### src/rtl/interrupt_controller.sv
// Edge-latching, maskable, fixed-priority interrupt sequencer.
// Presents one vectored request at a time and tracks its service interval.
module interrupt_controller #(
    parameter int                    NUM_IRQ    = 2,
    parameter int                    PC_WIDTH   = 32,
    parameter logic [PC_WIDTH-1:0]   VEC_BASE   = '0,
    parameter int                    VEC_STRIDE = 2,
    parameter logic [NUM_IRQ-1:0]    MASK_RST   = '0,
    localparam int                   IDW        = (NUM_IRQ > 1) ? $clog2(NUM_IRQ) : 1
) (
    input  logic                clk,
    input  logic                reset,
    input  logic [NUM_IRQ-1:0]  irq_in,
    input  logic                mask_we,
    input  logic [NUM_IRQ-1:0]  mask_wdata,
    input  logic                cpu_int_ack,
    input  logic                cpu_rti,
    input  logic                ovr_clr,
    output logic                int_req,
    output logic [IDW-1:0]      int_id,
    output logic [PC_WIDTH-1:0] vector_addr,
    output logic                in_service,
    output logic [NUM_IRQ-1:0]  pending,
    output logic [NUM_IRQ-1:0]  overrun
);

    localparam logic [1:0] IDLE    = 2'd0;
    localparam logic [1:0] REQ     = 2'd1;
    localparam logic [1:0] SERVICE = 2'd2;

    logic [1:0]          state;
    logic [NUM_IRQ-1:0]  prevIrq;
    logic [NUM_IRQ-1:0]  mask;
    logic [NUM_IRQ-1:0]  irqEdge;
    logic [NUM_IRQ-1:0]  eligible;
    logic [NUM_IRQ-1:0]  ackClr;
    logic [IDW-1:0]      pickId;
    logic [PC_WIDTH-1:0] pickVec;
    logic                ackTake;
    logic                rtiTake;

    assign irqEdge  = irq_in & ~prevIrq;
    assign eligible = pending & ~mask;
    assign ackTake  = (state == REQ) && cpu_int_ack;
    // Simultaneous ack and rti counts as ack only, so rti needs ack low.
    assign rtiTake  = (state == SERVICE) && cpu_rti && !cpu_int_ack;
    assign ackClr   = ackTake ? (NUM_IRQ'(1) << int_id) : '0;
    assign int_req    = (state == REQ);
    assign in_service = (state == SERVICE);

    // Descending scan so the lowest eligible index is the last write.
    always_comb begin
        pickId = '0;
        for (int i = NUM_IRQ - 1; i >= 0; i--) begin
            if (eligible[i]) begin
                pickId = IDW'(i);
            end
        end
    end

    assign pickVec = VEC_BASE
                   + PC_WIDTH'(pickId) * PC_WIDTH'(VEC_STRIDE);

    always_ff @(posedge clk or negedge reset) begin
        if (!reset) begin
            state       <= IDLE;
            int_id      <= '0;
            vector_addr <= VEC_BASE;
            pending     <= '0;
            overrun     <= '0;
            mask        <= MASK_RST;
            prevIrq     <= '0;
        end else begin
            prevIrq <= irq_in;
            pending <= (pending & ~ackClr) | irqEdge;
            overrun <= (ovr_clr ? '0 : overrun) | (irqEdge & pending);
            if (mask_we) begin
                mask <= mask_wdata;
            end
            unique case (state)
                IDLE: begin
                    if (|eligible) begin
                        state       <= REQ;
                        int_id      <= pickId;
                        vector_addr <= pickVec;
                    end
                end
                REQ: begin
                    if (ackTake) begin
                        state <= SERVICE;
                    end
                end
                SERVICE: begin
                    if (rtiTake) begin
                        state <= IDLE;
                    end
                end
                default: state <= IDLE;
            endcase
        end
    end

endmodule

### config.mk
export PLATFORM = sky130hd
export DESIGN_NAME = interrupt_controller
export DESIGN_NICKNAME = d
export VERILOG_FILES = /design/src/rtl/interrupt_controller.sv
export SDC_FILE = /design/constraint.sdc
export NUM_CORES = 1
export LEC_CHECK = 0
export CAP_MARGIN = 20
export CORE_MARGIN = 2
export CORE_UTILIZATION = 35
export DETAILED_ROUTE_END_ITERATION = 12
export PLACE_DENSITY = 0.79
export SLEW_MARGIN = 20
export SYNTH_ARGS = -nofsm -noshare
export SYNTH_HDL_FRONTEND = slang
export SYNTH_SLANG_ARGS = --single-unit
### constraint.sdc
create_clock -name clk -period 1.28 [get_ports clk]
set_input_delay 0.256 -clock clk [delete_from_list [all_inputs] [get_ports clk]]
set_output_delay 0.256 -clock clk [all_outputs]
set_load 0.02 [all_outputs]
==> flow_summary.ini, run 1 <==
[global_routing]
grt_antenna_before_repair = 0
grt_util_all_layers_pct = 9.097
grt_use_met3_pct = 7.055
grt_max_degree = 12
use_met2_pct = 14.41
grt_pass1_wl_mm = 1.607
grt_pass1_vias = 383
overflow = 0
grt.met1_usage_pct = 9.195
top_usage_layer = met2

[drt]
drtAntennaViolNets = 0
dr.pass1.iters = 4
routed-via-count = 453
wirelength_mm = 1.051
avgRoutedWirePerCell_um = 8.758
drt-initial-drc-count = 8
drc = 0
vias_per_cell = 3.775

[cells_and_area]
post-route-util_pct = 42.47
stdcell_count = 120
syn_to_final_growth_pct = 15.42
nets = 104
drive_gt1_share_pct = 17.20
diodes = 0

[setup_path]
r2r_slack_ns = 0.22
crit_path_start_kind = flop
worstPathArrival_ns = 0.98
crit_required_ns = 1.02
crit_path_max_incr_delay_ns = 0.40
crit_chain = nor2b_2, buf_4
crit_type = flop to primary output
cp-end-kind = primary output
cp_max_fo = 3
slowest_stage = dfrtp_1

[yosys]
ys_warn_count = 0
yosys_register_bits = 11
synthDistinctLibCells = 20
syn_inst = 71
syn_avg_cell_area_um2 = 10.17
synth_area_leader_cell = dfrtp_1
synth_top_area_share_pct = 38.13
synth_area_um2 = 721.9
seq_area_frac_synth_pct = 38.13
netlist_top_cells_area = dfrtp_1 (38%), buf_4 (34%), inv_1 (3.6%)

[placed_design]
place_inst = 116
hpwlAfterDp_um = 897.3
gp_congestion = 0.6796
dp_slack_ns = -0.1278
io_buffers = 17

[floorplanning]
dieArea_um2 = 2442
core_area_um2 = 1962
ios = 49
initial_core_util_pct = 36.80
rows = 16
die-height_um = 49.42
die_w_um = 49.42

[power_and_ir_drop]
p_per_area_nw_per_um2 = 1855
leakagePower_nw = 0.4398
vdd_drop_max_mv = 0.9288

[cts]
cts_sinks = 11
htree_levels = 1
cts_tree = built
cts_buffers = 3
clock_latency_ns = 0.26
cts-root-buf = clkbuf_4
clockBufferDepth = 2
cts_setup_buffers = 0
path_clk_slew_ns = 0.06

[sta]
slew_violations = 0
clock_skew_ns = 0.002570
setup_violations = 0
finalHoldViolations = 0
holdWs_ns = 0.3218
fmax_mhz = 808.1
fin_crit_sh_pct = 96.67
fin_crit_ns = 1.237
rsz0062_at_grt = true
finalWorstSetupSlack_ns = 0.04258

[hold_path]
hold_path_class = input port to async pin

[status]
run_status = completed

[run]
cap_violations = 0
==> cells by family after synthesis <==
kind of cell | Yosys count | share of synthesized area [%]
buffers and inverters | 41 | 39.52
DFF | 11 | 38.13
and+or+nand+nor | 7 | 8.145
muxes | 2 | 3.119
AOI/OAI and AO/OA | 8 | 9.361
xor gates and xnor gates | 1 | 1.213
other | 1 | 0.5194
==> synthesized netlist by cell type (all sizes together) <==
cell type / number
dfrtp: 11
nand4b: 1
buf: 34
nor4b: 1
conb: 1
xor2: 1
a32o: 1
a31oi: 1
o32ai: 1
a22o: 2
inv: 7
nor2: 1
nand2b: 2
a21o: 1
mux2: 2
o22ai: 1
and4bb: 1
o32a: 1
nor2b: 1
==> sequential cells by signal, summed over array words and instances, names as in the netlist <==
name	cells
state	2
int_id	1
prevIrq	2
mask	2
pending	2
overrun	2
==> worst paths after layout <==
check / depth (start not counted) / from / end
max: 2 / state[1] / in_service
min: 1 / reset / state[1]
max reg2reg: 2 / state[1] / int_id
min reg2reg: 1 / prevIrq[0] / pending[0]
max in group asynchronous: 1 / reset / pending[0]
min in group clk: 1 / irq_in[0] / prevIrq[0]
==> per-layer routing <==
layer	vias up	wire [µm]	part of all wire [%]
li1	212	-	-
met1	209	387	37
met5	-	0	0
met2	32	533	51
met3	0	130	12
met4	0	0	0
==> cell usage in the layout (no fill, tap or decap), types with 3 or more instances in the layout <==
cell             netlist  final
conb_1                 1     31
dfrtp_1               11     11
clkdlybuf4s50_1        0      9
inv_1                  7      7
buf_4                 33      6
dlygate4sd2_1          0      4
clkbuf_4               0      3
==> critical path: cells and delay by family (launching register included) <==
family,cells,cell delay [ns]
and+or+nand+nor,1,0.17
DFF,1,0.40
buffers and inverters,1,0.15
==> what timing repair did <==
item                       4_1_cts  5_1_grt
setup endpoints to repair        8        3
resized for setup               14        4
hold buffers                     0        0
==> final cells by class <==
class                   count  area (µm²)
well taps                  27       33.78
clock buffers               4       26.28
fillers                   202        1129
flip-flops and latches     11       275.3
multi-input cells          49       276.5
inverters                   7       26.28
repair buffers             22       195.2
==> metrics by stage <==
stage                TNS [ns]  power [W]  cell area [µm²]
global placement      -0.1933   0.001376            817.0
floorplan                   0   0.001131            834.6
detailed placement    -0.2103   0.001401            817.0
finish                      0   0.001546            833.3
global route        -0.006687   0.001655            833.3
CTS                         0   0.001550            825.8
==> where the power goes <==
part           switching [W]  internal [W]
logic               0.000432      0.000369
registers          0.0000686      0.000449
clock network       0.000106      0.000120
total               0.000607      0.000939
(Power assumes the default switching activity.)
==> inputs of run 2 (changes only) <==
--- a/config.mk
+++ b/config.mk
@@ -9,7 +9,7 @@
 export CORE_MARGIN = 2
 export CORE_UTILIZATION = 35
 export DETAILED_ROUTE_END_ITERATION = 12
-export PLACE_DENSITY = 0.79
+export PLACE_DENSITY = 0.83
 export SLEW_MARGIN = 20
 export SYNTH_ARGS = -nofsm -noshare
 export SYNTH_HDL_FRONTEND = slang
==> run 2 against run 1 <==
Net effect: count of clock-buffer cells in the layout stayed put; maximum frequency is 0.30% higher; flip-flop and latch count stayed put; worst setup slack better by 0.0037 ns; non-clock buffer count stayed put; utilization is 0.064 points higher; combinational power is 0.9% higher; total power is 0.55% higher; global-route usage is 0.33 points lower; clock skew is 0.0011 ns higher; largest cell class is now registers; highest routed layer unchanged.
==> flow_summary.ini, run 2 (synthesis gave the netlist of run 1 again) <==
[global_routing]
grt_pass1_wl_mm = 1.573
overflow = 0
grt_pass1_vias = 382
grt_max_degree = 12
grt_antenna_before_repair = 0
grt_util_all_layers_pct = 8.769

[sta]
holdWs_ns = 0.3157
finalHoldViolations = 0
fin_crit_ns = 1.234
fmax_mhz = 810.5
tns_ns = 0
rsz0062_at_grt = true
fin_crit_sh_pct = 96.39
setup_violations = 0
finalWorstSetupSlack_ns = 0.04625
slew_violations = 0
clock_skew_ns = 0.003673

[cells_and_area]
final_common_cell = conb_1
nets = 104
diodes = 0
drive_gt1_share_pct = 16.13
multi_input_area_um2 = 274.0
final_area_um2 = 834.6
syn_to_final_growth_pct = 15.60
mostFrequentLayoutCells = conb_1 (31), dfrtp_1 (11), clkdlybuf4s50_1 (9), inv_1 (7), buf_4 (7)
seqCellArea_um2 = 275.3
n_fill_cell = 222

[status]
run_status = completed

[setup_path]
r2r_slack_ns = 0.21
crit_path_max_incr_delay_ns = 0.38
worstPathArrival_ns = 0.98
slowest_stage = dfrtp_1
cp_max_fo = 3
crit_required_ns = 1.02
crit_chain = nor2b_1, buf_4
crit_type = flop to primary output
cp-end-kind = primary output
crit_path_start_kind = flop

[cts]
cts_buffers = 3
clock_latency_ns = 0.27
path_clk_slew_ns = 0.07
cts_setup_buffers = 0
cts-root-buf = clkbuf_4
cts_tree = built
cts_sinks = 11
clockBufferDepth = 2
htree_levels = 1

[drt]
routed-via-count = 454
drc = 0
drtAntennaViolNets = 0
drt-initial-drc-count = 3
m1WireLength_um = 370
wirelength_mm = 1.054
avgRoutedWirePerCell_um = 8.783
routed-wl-met3_um = 140
dr.pass1.iters = 4
vias_per_cell = 3.783
route.met2.wl_um = 543
top_layer_used = met3

[power_and_ir_drop]
p_total_w = 0.001554
p_per_area_nw_per_um2 = 1863
vdd_drop_max_mv = 0.6607
leakagePower_nw = 0.4383

[floorplanning]
dieArea_um2 = 2442
ios = 49
die-height_um = 49.42
rows = 16
core_area_um2 = 1962
die_w_um = 49.42
initial_core_util_pct = 36.80

[placed_design]
io_buffers = 17
hpwlAfterDp_um = 906.5
gp_congestion = 0.6704
dp_slack_ns = -0.1172
placed_area_um2 = 817.0

[hold_path]
hold_path_class = input port to async pin

[run]
cap_violations = 0
## run 2: final cells by class
cell class / count / share of cell area, %
Sequential cell: 11 / 32.98
Multi-Input combinational cell: 49 / 32.83
Timing Repair Buffer: 22 / 23.84
Tap cell: 27 / 4.048
Clock buffer: 4 / 3.148
Inverter: 7 / 3.148
## run 2: per-stage QoR
step / utilization (%) / cells
3_3_place_gp: 41.65 / 116
4_1_cts: 42.09 / 120
6_report: 42.54 / 120
2_1_floorplan: - / 101
5_1_grt: 42.54 / 120
3_5_place_dp: 41.65 / 116
## run 2: path summary, 6_finish.rpt
path                                 start         end  cells past startpoint
worst min register to register  prevIrq[0]  pending[0]                      1
worst max-delay path              state[1]  in_service                      2
max in group asynchronous            reset     mask[1]                      1
worst max register to register    state[1]      int_id                      3
worst min-delay path                 reset    state[1]                      1
min in group clk                 irq_in[0]  prevIrq[0]                      1
## run 2: per-layer routing
layer,track usage (%),vias up
li1,-,212
met1,8.413,209
met2,15.09,33
met3,6.748,0
met4,1.389,0
met5,0,-
## run 2: where the power goes
group	internal, W	leakage, nW	switching [W]
Clock	0.000121	0.0150	0.000112
Sequential	0.000449	0.128	0.0000646
Combinational	0.000379	0.295	0.000429
Total	0.000948	0.438	0.000606
## run 2: critical path, delay by kind of cell, from the launching register on
family / cells / cell delay [ns]
buf+inv: 1 / 0.16
flops: 1 / 0.38
simple gates: 1 / 0.17
## run 2: what timing repair did
action	4_1_cts	5_1_grt
pin swaps	0	1
hold endpoints to repair	0	0
resized for setup	14	5
hold buffers	0	0
setup endpoints to repair	8	4
